File: src/rtl/alu_pipe_pkg.sv
// Opcode encodings, flag bit positions and the opcode type shared by the ALU core,
// the pin-mux wrapper and the bench.
package alu_pipe_pkg;

  typedef logic [2:0] alu_op_t;

  localparam alu_op_t OP_ADD = 3'd0;
  localparam alu_op_t OP_SUB = 3'd1;
  localparam alu_op_t OP_AND = 3'd2;
  localparam alu_op_t OP_OR  = 3'd3;
  localparam alu_op_t OP_XOR = 3'd4;
  localparam alu_op_t OP_MUL = 3'd5;
  localparam alu_op_t OP_SHL = 3'd6;
  localparam alu_op_t OP_CMP = 3'd7;

  localparam int FLG_ZERO  = 0;
  localparam int FLG_CARRY = 1;
  localparam int FLG_OVF   = 2;
  localparam int NUM_FLAGS = 3;

endpackage

File: src/rtl/alu_pipe_exec.sv
// Purely combinational op/flag unit: computes {hi, res} and {ovf, carry, zero} for one beat.
module alu_pipe_exec
  import alu_pipe_pkg::*;
#(
  parameter int WIDTH = 8
) (
  input  logic [2:0]       op,
  input  logic [WIDTH-1:0] a,
  input  logic [WIDTH-1:0] b,
  output logic [WIDTH-1:0] res,
  output logic [WIDTH-1:0] hi,
  output logic [2:0]       flags
);

  localparam int SW = (WIDTH > 1) ? $clog2(WIDTH) : 1;

  logic [WIDTH:0]     sum;
  logic [WIDTH:0]     diff;
  logic [2*WIDTH-1:0] prod;
  logic [WIDTH:0]     shl_ext;
  logic [SW-1:0]      sh;
  logic               carry;
  logic               ovf;

  // Shift is done one bit wider so bit WIDTH holds the last bit pushed out of the result.
  always_comb begin
    sum     = {1'b0, a} + {1'b0, b};
    diff    = {1'b0, a} - {1'b0, b};
    prod    = {{WIDTH{1'b0}}, a} * {{WIDTH{1'b0}}, b};
    sh      = b[SW-1:0];
    shl_ext = {1'b0, a} << sh;
    res     = '0;
    hi      = '0;
    carry   = 1'b0;
    ovf     = 1'b0;
    case (op)
      OP_ADD: begin
        res   = sum[WIDTH-1:0];
        carry = sum[WIDTH];
        ovf   = (a[WIDTH-1] == b[WIDTH-1]) && (sum[WIDTH-1] != a[WIDTH-1]);
      end
      OP_SUB: begin
        res   = diff[WIDTH-1:0];
        carry = diff[WIDTH];
        ovf   = (a[WIDTH-1] != b[WIDTH-1]) && (diff[WIDTH-1] != a[WIDTH-1]);
      end
      OP_AND: res = a & b;
      OP_OR:  res = a | b;
      OP_XOR: res = a ^ b;
      OP_MUL: begin
        res = prod[WIDTH-1:0];
        hi  = prod[2*WIDTH-1:WIDTH];
      end
      OP_SHL: begin
        res   = shl_ext[WIDTH-1:0];
        carry = shl_ext[WIDTH];
      end
      OP_CMP: res = {{(WIDTH-1){1'b0}}, (a >= b)};
      default: ;
    endcase
    flags            = '0;
    flags[FLG_ZERO]  = ({hi, res} == '0);
    flags[FLG_CARRY] = carry;
    flags[FLG_OVF]   = ovf;
  end

endmodule

File: src/rtl/alu_pipe_core.sv
// Pipelined ALU core: exec unit feeding STAGES register slices under one global stall.
// Optional accumulator operand enabled by defining ALU_ACC_EN.
module alu_pipe_core
  import alu_pipe_pkg::*;
#(
  parameter int WIDTH  = 8,
  parameter int STAGES = 2
) (
  input  logic             clk,
  input  logic             rst_n,
  input  logic             in_valid,
  output logic             in_ready,
  input  logic [2:0]       in_op,
  input  logic [WIDTH-1:0] in_a,
  input  logic [WIDTH-1:0] in_b,
`ifdef ALU_ACC_EN
  input  logic             in_acc,
`endif
  output logic             out_valid,
  input  logic             out_ready,
  output logic [WIDTH-1:0] out_res,
  output logic [WIDTH-1:0] out_hi,
  output logic [2:0]       out_flags
);

  logic [STAGES-1:0] stg_valid;
  logic [WIDTH-1:0]  stg_res   [STAGES];
  logic [WIDTH-1:0]  stg_hi    [STAGES];
  logic [2:0]        stg_flags [STAGES];

  logic             advance;
  logic             accept;
  logic [WIDTH-1:0] op_a;
  logic [WIDTH-1:0] exe_res;
  logic [WIDTH-1:0] exe_hi;
  logic [2:0]       exe_flags;

  assign advance = !out_valid || out_ready;

`ifdef ALU_ACC_EN
  logic [WIDTH-1:0] acc;

  // Accumulator beats wait for an empty pipe so acc already holds the newest result.
  assign in_ready = advance && !(in_valid && in_acc && (|stg_valid));
  assign op_a     = in_acc ? acc : in_a;

  always_ff @(posedge clk or negedge rst_n) begin
    if (!rst_n) begin
      acc <= '0;
    end else if (out_valid && out_ready) begin
      acc <= out_res;
    end
  end
`else
  assign in_ready = advance;
  assign op_a     = in_a;
`endif

  assign accept = in_valid && in_ready;

  alu_pipe_exec #(
    .WIDTH (WIDTH)
  ) u_exec (
    .op    (in_op),
    .a     (op_a),
    .b     (in_b),
    .res   (exe_res),
    .hi    (exe_hi),
    .flags (exe_flags)
  );

  // Every slice, bubbles included, moves only when the output side can drain.
  always_ff @(posedge clk or negedge rst_n) begin
    if (!rst_n) begin
      stg_valid <= '0;
      for (int i = 0; i < STAGES; i++) begin
        stg_res[i]   <= '0;
        stg_hi[i]    <= '0;
        stg_flags[i] <= '0;
      end
    end else if (advance) begin
      stg_valid[0] <= accept;
      stg_res[0]   <= exe_res;
      stg_hi[0]    <= exe_hi;
      stg_flags[0] <= exe_flags;
      for (int i = 1; i < STAGES; i++) begin
        stg_valid[i] <= stg_valid[i-1];
        stg_res[i]   <= stg_res[i-1];
        stg_hi[i]    <= stg_hi[i-1];
        stg_flags[i] <= stg_flags[i-1];
      end
    end
  end

  assign out_valid = stg_valid[STAGES-1];
  assign out_res   = stg_res[STAGES-1];
  assign out_hi    = stg_hi[STAGES-1];
  assign out_flags = stg_flags[STAGES-1];

endmodule

File: config.mk
export PLATFORM = sky130hd
export DESIGN_NAME = alu_pipe_core
export DESIGN_NICKNAME = d
export VERILOG_FILES = /design/src/rtl/alu_pipe_pkg.sv /design/src/rtl/alu_pipe_exec.sv /design/src/rtl/alu_pipe_core.sv
export SDC_FILE = /design/constraint.sdc
export NUM_CORES = 1
export LEC_CHECK = 0
export CORE_UTILIZATION = 40
export CTS_CLUSTER_SIZE = 16
export DETAILED_ROUTE_END_ITERATION = 12
export GPL_TIMING_DRIVEN = 0
export SLEW_MARGIN = 20
export SYNTH_ARGS = -nofsm -noshare
export SYNTH_HDL_FRONTEND = slang
export SYNTH_HIERARCHICAL = 1
export SYNTH_SLANG_ARGS = --single-unit
File: constraint.sdc
create_clock -name clk -period 1.4 [get_ports clk]
set_input_delay 0.14 -clock clk [delete_from_list [all_inputs] [get_ports clk]]
set_output_delay 0.14 -clock clk [all_outputs]
set_load 0.01 [all_outputs]
# == Word level (Yosys, flattened, before mapping) ==
# Cells that the tools add are included.
# totals
output_inout_bits,21
register_bits,40
elab_cells,37
# op_classes
shifts,1
order_cmp,1
bitwise_logic,3
muxes,4
add_sub_neg,2
eq_ne,11
reduce_logical,7
n_mul,1
# ops
operator,n
8-bit one-hot mux with 8 select lines,1
16-bit logical NOT,1
8-bit by 8-bit multiplier with 16-bit output,1
"3-bit equality test, second input constant",4
8-bit by 8-bit adder with 9-bit output,1
8-bit by 3-bit left shift with 9-bit output,1
8-bit by 8-bit subtractor with 9-bit output,1
8-bit AND,1
8-bit >= comparator,1
8-bit 2-to-1 mux,1
8-bit OR,1
8-bit XOR,1
"3-bit by 2-bit equality test with 1-bit output, second input constant",2
"3-bit by 1-bit equality test with 1-bit output, second input constant",1
1-bit logical AND,3
3-bit logical NOT,1
1-bit != test,3
1-bit one-hot mux with 3 select lines,1
1-bit one-hot mux with 2 select lines,1
1-bit equality test,1
1-bit logical NOT,1
1-bit logical OR,1

# == Logic depth before layout (Yosys ltp) ==
# Gate-level depths: netlist of the first run.
# logic_depth
word_depth,4
ltp_mapped,21

# == By module ==
# The synthesis of the first run kept the hierarchy.
# modules_own_cells
mod,cells_each,instances,area_each_um2,seq_area_each_um2
alu_pipe_exec,472,1,3619.7,0.0
alu_pipe_core,105,1,1836.8,1001.0

# == Least setup slack after synthesis of the first run ==
# OpenSTA, ideal clock, no wires.
# synth_timing
path_type,input to register
from,input port in_b[2]
to,register stg_flags[3] in the netlist's numbering
setup_slack_ns,-3.471
path_stages,19
setup_time_ns,0.064
arrival_time_ns,4.806
n_path_buf,1
required_time_ns,1.336
path_cell_list,inv_1 -> buf_1 -> nor2_1 -> fa_1 -> fa_1 -> fa_1 -> inv_1 -> fa_1 -> inv_1 -> ha_1 -> and3_1 -> a221oi_1 -> xor2_1 -> nor2_1 -> or3_1 -> a2111oi_1 -> nand4b_1 -> nor4_2 -> mux2_4
# synth_via
elab_chain_len,3
elab_cells_between_ends,11
# synth_lines
item,line_no,source
from (decl),alu_pipe_core.sv:15,"input logic [WIDTH-1:0] in_b,"
8-bit by 8-bit multiplier with 16-bit output,alu_pipe_exec.sv:29,"prod = {{WIDTH{1'b0}}, a} * {{WIDTH{1'b0}}, b};"
8-bit 2-to-1 mux,alu_pipe_exec.sv:36,case (op)
net exe_hi[0],alu_pipe_core.sv:35,logic [WIDTH-1:0] exe_hi;
16-bit logical NOT,alu_pipe_exec.sv:62,"flags[FLG_ZERO] = ({hi, res} == '0);"
net exe_flags[0],alu_pipe_core.sv:36,logic [2:0] exe_flags;
"to (signal, indexed assignment)",alu_pipe_core.sv:90,stg_flags[i] <= stg_flags[i-1];
to (decl),alu_pipe_core.sv:29,logic [2:0] stg_flags [STAGES];
# The timed path passes the listed nets, and every way through them passes these cells.
# A chain may end at the register's enable or synchronous reset.

# == Final worst setup path of the first run ==
# layout_timing
from,input port in_a[2]
to,register stg_flags[3] in the netlist's numbering
# layout_via
elab_chain_len,3
elab_cells_between_ends,11
# layout_lines
item,line_no,source
from (decl),alu_pipe_core.sv:14,"input logic [WIDTH-1:0] in_a,"
8-bit by 8-bit multiplier with 16-bit output,alu_pipe_exec.sv:29,
8-bit 2-to-1 mux,alu_pipe_exec.sv:36,
net exe_hi[5],alu_pipe_core.sv:35,
16-bit logical NOT,alu_pipe_exec.sv:62,
net exe_flags[0],alu_pipe_core.sv:36,
# The timed path passes the listed nets, and every way through them passes these cells.

==> results of run 1 <==
how the worst max path moves through the flow:
stage                       start                        to  slack [ns]  cells past startpoint
after CTS                 in_b[2]  stg_flags[3]$_DFFE_PN0P_       -3.00                     19
after global routing      in_a[2]  stg_flags[3]$_DFFE_PN0P_       -3.14                     20
final                     in_a[2]  stg_flags[3]$_DFFE_PN0P_       -3.00                     21
after global placement    in_a[2]  stg_flags[3]$_DFFE_PN0P_       -4.33                     19
after floorplan           in_b[4]  stg_flags[3]$_DFFE_PN0P_       -3.03                     18
after detailed placement  in_a[2]  stg_flags[3]$_DFFE_PN0P_       -4.37                     19
state kept, by name, summed over array words and instances, names as in the netlist:
name,cells
stg_hi,8
stg_valid,2
out_hi,8
out_res,8
stg_res,8
stg_flags,3
out_flags,3
worst max-delay path, cell delays in order:
cell	delay, ns
sky130_fd_sc_hd__buf_12	0.09
sky130_fd_sc_hd__buf_4	0.13
sky130_fd_sc_hd__ha_4	0.15
sky130_fd_sc_hd__inv_2	0.06
sky130_fd_sc_hd__fa_2	0.33
sky130_fd_sc_hd__inv_2	0.07
sky130_fd_sc_hd__fa_1	0.42
sky130_fd_sc_hd__ha_1	0.29
sky130_fd_sc_hd__inv_1	0.05
sky130_fd_sc_hd__fa_1	0.49
sky130_fd_sc_hd__inv_2	0.05
sky130_fd_sc_hd__ha_4	0.26
sky130_fd_sc_hd__nor2b_4	0.13
sky130_fd_sc_hd__o31a_1	0.29
sky130_fd_sc_hd__or4_4	0.47
sky130_fd_sc_hd__a221oi_4	0.30
sky130_fd_sc_hd__mux2i_2	0.32
sky130_fd_sc_hd__a2111oi_2	0.06
sky130_fd_sc_hd__nand4b_1	0.16
sky130_fd_sc_hd__nor4_2	0.06
sky130_fd_sc_hd__mux2_4	0.26
cells in the mapped netlist (all sizes together) (2+ instances only):
| cell type | number |
|---|---|
| nor2 | 74 |
| o31ai | 3 |
| a31oi | 3 |
| o211ai | 3 |
| inv | 77 |
| a22oi | 3 |
| mux2 | 39 |
| clkbuf | 5 |
| nor4 | 5 |
| nand3b | 3 |
| xor2 | 2 |
| nand2 | 32 |
| a221oi | 4 |
| and2 | 2 |
| xnor2 | 11 |
| o21ai | 13 |
| or4 | 2 |
| o2111ai | 2 |
| nor4bb | 2 |
| a2bb2oi | 2 |
| a211oi | 8 |
| o21a | 5 |
| nand2b | 11 |
| o32ai | 2 |
| buf | 36 |
| a21oi | 17 |
| o21bai | 3 |
| fa | 38 |
| mux2i | 13 |
| a21boi | 2 |
| ha | 61 |
| o311ai | 3 |
| nor3 | 9 |
| nor3b | 3 |
| nand3 | 9 |
| dfrtp | 40 |
| a21o | 4 |
| nor2b | 4 |
| or3 | 2 |
| mux4 | 3 |
| a2111oi | 3 |
area by class of cell:
cell class / count / share of cell area
Sequential cell: 40 / 0.1249
Tap cell: 176 / 0.02749
Timing Repair Buffer: 122 / 0.1556
Clock inverter: 3 / 0.005310
Multi-Input combinational cell: 419 / 0.5802
Clock buffer: 5 / 0.01562
Buffer: 37 / 0.04685
Inverter: 77 / 0.04404
report_power, final:
group | switching, W | total (W) | internal (W)
Clock | 0.000438 | 0.00127 | 0.000836
Combinational | 0.00303 | 0.00654 | 0.00351
Sequential | 0.000145 | 0.00154 | 0.00140
Total | 0.00362 | 0.00936 | 0.00574
routing by layer:
layer | part of all wire | vias to the layer above
met2 | 0.50 | 161
met4 | 0.030 | 0
li1 | - | 2190
met5 | 0 | -
met1 | 0.42 | 2314
met3 | 0.042 | 41
kinds of logic (layout without fill, tap and decap cells):
family	count (synthesis)	count (layout)	synth area share
multiplexers	55	55	0.1429
AND/OR/NAND/NOR	162	162	0.1422
AO/OA/AOI/OAI	90	90	0.1204
XOR/XNOR	13	13	0.02087
buffers and inverters	118	244	0.1110
flip-flops	40	40	0.1834
adder cells (fa/ha/maj)	99	99	0.2793
per-stage QoR:
step,util,power [W],std cells
6_report,0.6026,0.009360,879
2_1_floorplan,-,0.004942,577
4_1_cts,0.5648,0.008531,858
3_5_place_dp,0.4885,0.006188,796
5_1_grt,0.6026,0.009945,879
3_3_place_gp,0.4868,0.006098,795
what timing repair did:
action	4_1_cts	5_1_grt
endpoints found under the hold margin	15	0
gates cloned	0	0
setup endpoints to repair	27	33
resized for setup	205	88
hold buffers	1	0
pin swaps	57	59
setup buffers	56	29
==> impl_results.md, run 1 <==
* Synthesis-to-finish area growth at 46.82%
* Cell count after synthesis at 577
* Crit-path max FO at 4
* Number of buffers on the longest clock path at 2
* Final worst-path setup slack at -3.003 ns
* Number of antenna repair diodes at 0
* Met1 global-route usage at 0.2955
* Total of endpoints with negative setup slack in the final report at 19
* Fillcell total at 1084
* Effective utilization at floorplan at 0.4104
* I/O pin count at between 40 and 50
* Commonest non-fill, non-tap cell in the layout: sky130_fd_sc_hd__buf_4
* Routed via count divided by cell count at 5.354
* Detailed placer's ending HPWL at 11.55 mm
* Fraction of layout instances using a drive strength above 1 at 0.4708
* Final sum of negative setup slack at -37.94 ns
* Router iterations before antenna repair at 4
* Post-synth ARST share at 1.000
* Number of global-route vias before repair at 4776
* Worst setup slack before clock tree synthesis at -4.367 ns
* Data required, critical path at 1.56 ns
* CTS tree: yes
* Proportion of netlist area held by the largest area contributor at 0.1834
* Sequential area share after synthesis at 0.1834
* TritonCTS buffer count at 5
* R2R setup slack at about 0.13 ns
* Number of nets at the end of the flow at 824
* Quantity of I/O buffers inserted on ports at between 40 and 50
* P per Cell Area at ~1200 mW/mm²
* Num rows at 42
* Critical Path AT at 4.57 ns
* Depth of the worst register-to-register path at 4
* Synth Area per Inst at approximately 9.5 µm²
* Worst hold path type: input pin to asynchronous set/reset pin
* Synth Cell Area at 0.005456 mm²
* Relative slew slack at 0.4319
* Synthesized net count at 699
* Kind of end point of the critical path: flip-flop
* Area used by multi-input combinational logic at between 0.004 and 0.005 mm²
* Aggregate routed wire length at about 16 mm
* Startpoint Class: input pin
* Status: complete, but fails checks
* Largest voltage drop on the vdd net at 0.6036 mV
* Met2 capacity usage during global routing at 0.3940
* Library cell with the largest summed area after synthesis: sky130_fd_sc_hd__dfrtp_1
* Register cell area after layout at ~0.0010 mm²
* Count of state elements after synthesis at 40
* Total of max-cap violations at 0
* Die Footprint at 0.01411 mm²
* Core region area at 0.01330 mm²
* Final-layout worst hold slack at 0.3161 ns
* Achievable clock frequency at 0.2271 GHz
* Die outline width at between 100 and 150 µm
* Ys flop type: sky130_fd_sc_hd__dfrtp_1
* Post-DP Area at 0.006495 mm²
* Number of enable flip-flop cells after synthesis at 0
* Root Driver: sky130_fd_sc_hd__clkbuf_16
* Most area-consuming cells after synthesis: sky130_fd_sc_hd__dfrtp_1 (18%), sky130_fd_sc_hd__ha_1 (14%), sky130_fd_sc_hd__fa_1 (14%)
* DR DRC count at 0
* Synth warn at 6
* Top library cells by usage in the layout, fill and taps aside: sky130_fd_sc_hd__buf_4 (72), sky130_fd_sc_hd__inv_1 (45), sky130_fd_sc_hd__nor2_1 (44), sky130_fd_sc_hd__dfrtp_1 (40), sky130_fd_sc_hd__ha_1 (39)
* Endpoint of the most critical register-to-register path: stg_hi[12]$_DFFE_PN0P_
* Setup repair after global routing missed its margin: true
* Most used routing layer: met2
* Skew-Pair Late Insertion Delay at between 0.2 and 0.3 ns
* Num Clock Sinks at 40
* Reg2Reg Launch Point: stg_valid[1]$_DFFE_PN0P_
* Slew @ Worst Pin at 0.8457 ns
* Finished Cell Area at 0.008011 mm²
* H-Tree Level Count at 2
* Post-layout min period at 4.403 ns
* Remaining number of nets flagged by the antenna check after routing at 0
* WL per Instance at 18.33 µm
* Final clock period utilization by the worst path at 3.145
* Number of design-rule violations left by the first detailed-router iteration at 233
* Final clock skew at around 0.0052 ns
* CP Class: input pin to flip-flop
* Number of max-slew violations in the final report at 0
* GR Overflow Total at 0
* Distinct cell type count of the synthesized netlist at 70
* Largest net degree at the start of global routing at 26
* GRT met3 Usage at 0.01786
* Via Count at 4706
* Clock-pin slew of the registers on the worst-case setup and hold paths at 0.06 ns
* Wire length of the first global-routing pass at 24.89 mm
* Total global-route track usage at 0.2255
* Die height at 118.8 µm
* Final weighted congestion in routability-driven placement at 0.9320
* Lkg Pwr at a little under 4 nW
* Number of antenna violations at the first check in global routing at 0
* Final hold viol count at 0
* Failing checks: setup timing
No activity file was read; power rests on OpenSTA's default activity.
==> run 2, diff against run 1 <==
Settings changed: PLACE_DENSITY from default to 0.62.
==> run 2 against run 1 <==
Against the previous run: the flow still finishes with violations (setup timing); fmax shrank 0.22%; clock skew decreased by 0.00052 ns; setup slack got worse by 0.0097 ns; register-to-register slack about the same; global-route usage down 0.36 points; combinational power shrank 8.6%; via count shrank 1.4%; sequential cell count unchanged; final cell count shrank 1.7%; critical path depth did not move; critical path type unchanged; highest routed layer unchanged.
==> impl_results.md, run 2 (synthesis results as in run 1) <==
* Status: complete, but fails checks
* Failing checks: setup timing
* Die height at 118.8 µm (unchanged)
* Switching fraction of total power at 0.3858 (-0.0005898)
* Number of global-route vias before repair at 4906 (+2.7%)
* Aggregate routed wire length at 15.37 mm (-4.6%)
* Die outline width at 118.8 µm (unchanged)
* Slew @ Worst Pin at 0.8350 ns (-0.01071 ns)
* Detailed placer's ending HPWL at 11.58 mm (+0.32%)
* Top library cells by usage in the layout, fill and taps aside: sky130_fd_sc_hd__buf_4 (65), sky130_fd_sc_hd__inv_1 (50), sky130_fd_sc_hd__nor2_1 (47), sky130_fd_sc_hd__ha_1 (42), sky130_fd_sc_hd__dfrtp_1 (40)
* Largest net degree at the start of global routing at 22 (-15%)
* NetSw at 0.003398 W (-6.0%)
* Final clock skew at 0.004712 ns (-0.0005214 ns)
* Synthesis-to-finish area growth at 41.85%
* Number of nets at the end of the flow at 809 (-1.8%)
* TritonCTS buffer count at 5 (unchanged)
* Clock-pin slew of the registers on the worst-case setup and hold paths at 0.06 ns (about the same)
* Quantity of I/O buffers inserted on ports at 42 (unchanged)
* Final sum of negative setup slack at -38.20 ns (-0.2617 ns)
* Worst setup slack before clock tree synthesis at -4.379 ns (-0.01207 ns)
* Kind of end point of the critical path: flip-flop
* Worst hold path type: input pin to asynchronous set/reset pin
* Num Clock Sinks at 40 (unchanged)
* Critical Path AT at 4.57 ns (about the same)
* PnR Total Power at 0.008809 W (-5.9%)
* H-Tree Level Count at 2 (unchanged)
* Final worst-path setup slack at -3.013 ns (-0.009650 ns)
* Total of max-cap violations at 0 (unchanged)
* P per Cell Area at 1138 mW/mm² (-2.6%)
* I/O pin count at 44 (unchanged)
* Final weighted congestion in routability-driven placement at 0.9354 (+0.36%)
* Portion of total power attributed to combinational logic at 0.679 (-0.020)
* Portion of total power attributed to the clock network at 0.146 (+0.010)
* Data required, critical path at 1.56 ns (about the same)
* WL per Instance at 17.79 µm (-2.9%)
* Setup repair after global routing missed its margin: true
* DR DRC count at 0 (unchanged)
* Depth of the worst register-to-register path at 4 (unchanged)
* Total of endpoints with negative setup slack in the final report at 19 (unchanged)
* Final clock period utilization by the worst path at 3.152 (+0.006893)
* Die Footprint at 0.01411 mm² (unchanged)
* Relative slew slack at 0.4391 (+0.007193)
* Routed via count divided by cell count at 5.372 (+0.33%)
* Wire length of the first global-routing pass at 24.77 mm (-0.47%)
* Number of antenna violations at the first check in global routing at 0 (unchanged)
* Maximum cell stage delay along the critical path at 0.53 ns (+0.04 ns)
* Total global-route track usage at 0.2220 (-0.003588)
* Final hold viol count at 0 (unchanged)
* Crit-path max FO at 6 (+2)
* Number of antenna repair diodes at 0 (unchanged)
* CP Class: input pin to flip-flop
* Crit-path cells: buf_12, clkinvlp_4, buf_6, nor2_4, fa_2, inv_2, fa_1, fa_1, fa_1, inv_2, ha_4, o21a_1, o31a_1, or4_4, a221oi_4, buf_4, a21oi_2, xnor2_1, nor2_1, nor4_2, mux2_4
* Startpoint Class: input pin
* Number of design-rule violations left by the first detailed-router iteration at 289 (+24%)
* Achievable clock frequency at 0.2266 GHz (-0.22%)
* Total internal power at 0.005411 W (-5.8%)
* Post-layout min period at 4.413 ns (+0.009650 ns)
* Remaining number of nets flagged by the antenna check after routing at 0 (unchanged)
* Commonest non-fill, non-tap cell in the layout: sky130_fd_sc_hd__buf_4
* CTS tree: yes
* Num rows at 42 (unchanged)
* Core region area at 0.01330 mm² (unchanged)
* Reg2Reg Launch Point: stg_valid[1]$_DFFE_PN0P_
* Finished Cell Area at 0.007740 mm² (-3.4%)
* Critical path's slowest cell: sky130_fd_sc_hd__fa_1
* Final-layout worst hold slack at 0.3755 ns (+0.05943 ns)
* R2R setup slack at 0.13 ns (about the same)
* Root Driver: sky130_fd_sc_hd__clkbuf_16
* Fraction of layout instances using a drive strength above 1 at 0.4390 (-0.03189)
* Endpoint of the most critical register-to-register path: stg_hi[12]$_DFFE_PN0P_
* Number of max-slew violations in the final report at 0 (unchanged)
* Library cell appearing most often on the critical path: sky130_fd_sc_hd__fa_1
* Largest voltage drop on the vdd net at 0.6422 mV (+6.4%)
* Effective utilization at floorplan at 0.4104 (unchanged)
* Router iterations before antenna repair at 4 (unchanged)
* Sequential power share at 0.175 (+0.010)
* Via Count at 4641 (-1.4%)
* Number of buffers on the longest clock path at 2 (unchanged)
* GR Overflow Total at 0 (unchanged)
* Skew-Pair Late Insertion Delay at 0.28 ns (about the same)
* Lkg Pwr at 3.749 nW (-2.6%)
* Post-DP Area at 0.006495 mm² (unchanged)
## run 2: changes by cell type in the layout (fill, tap and decap cells not counted), moves of 3 or more
cell                      previous run  this run
sky130_fd_sc_hd__buf_4              72        65
sky130_fd_sc_hd__buf_6              29        21
sky130_fd_sc_hd__inv_1              45        50
sky130_fd_sc_hd__inv_2              16        12
sky130_fd_sc_hd__ha_1               39        42
sky130_fd_sc_hd__nor2_1             44        47
sky130_fd_sc_hd__nor2_2             13        16
sky130_fd_sc_hd__buf_12             14        11
sky130_fd_sc_hd__nor2_4             17        11
sky130_fd_sc_hd__nand2_1            27        30
## run 2: cell type report
cell class	instances	area, µm²
Fill cell	1088	5555
Buffer	40	396.6
Sequential cell	40	1001
Inverter	77	352.8
Clock inverter	3	46.29
Clock buffer	5	125.1
Tap cell	176	220.2
Multi-Input combinational cell	419	4539
Timing Repair Buffer	104	1059
## run 2: per-layer routing
layer	share of wire	track usage	wire length (µm)	vias to the layer above
li1	-	-	-	2165
met1	0.43	0.2841	6662	2277
met2	0.48	0.3728	7376	154
met3	0.039	0.01882	605	45
met4	0.047	0.1147	730	0
met5	0	0	0	-
## run 2: critical path: cells and delay by family
kind	cells	cell delay, ns
adders and majority gates	5	1.99
and+or+nand+nor	4	0.73
xor gates and xnor gates	1	0.13
AOI/OAI and AO/OA	4	0.65
buffers and inverters	6	0.66
muxes	1	0.26
## run 2: timing repair
item	in CTS	in global routing
resized for setup	195	51
buffers inserted	48	14
pin swaps	46	17
endpoints found under the setup margin	27	32
hold buffers	1	0
hold endpoints to repair	20	0
## run 2: worst max-delay path by stage
| stage | startpoint | end | slack, ns | depth (start not counted) |
|---|---|---|---|---|
| after floorplan | in_b[4] | stg_flags[3]$_DFFE_PN0P_ | -3.03 | 18 |
| after CTS | in_a[2] | stg_flags[3]$_DFFE_PN0P_ | -2.99 | 20 |
| after global routing | in_a[2] | stg_flags[3]$_DFFE_PN0P_ | -3.22 | 21 |
| after detailed placement | in_a[2] | stg_flags[3]$_DFFE_PN0P_ | -4.38 | 19 |
| after global placement | in_a[2] | stg_flags[3]$_DFFE_PN0P_ | -4.32 | 19 |
| final | in_a[2] | stg_flags[3]$_DFFE_PN0P_ | -3.01 | 21 |
## run 2: power by group through the flow
| stage | Clock [W] | Combinational (W) | Sequential, W |
|---|---|---|---|
| global placement | 0 | 0.00453 | 0.00155 |
| floorplan | 0 | 0.00343 | 0.00151 |
| CTS | 0.00132 | 0.00548 | 0.00154 |
| finish | 0.00129 | 0.00598 | 0.00154 |
| global route | 0.00137 | 0.00646 | 0.00157 |
| detailed placement | 0 | 0.00464 | 0.00156 |
## run 2: per-stage QoR
step / utilization / cells
floorplan: - / 577
global placement: 0.4868 / 795
detailed placement: 0.4885 / 796
CTS: 0.5586 / 851
global route: 0.5822 / 864
finish: 0.5822 / 864
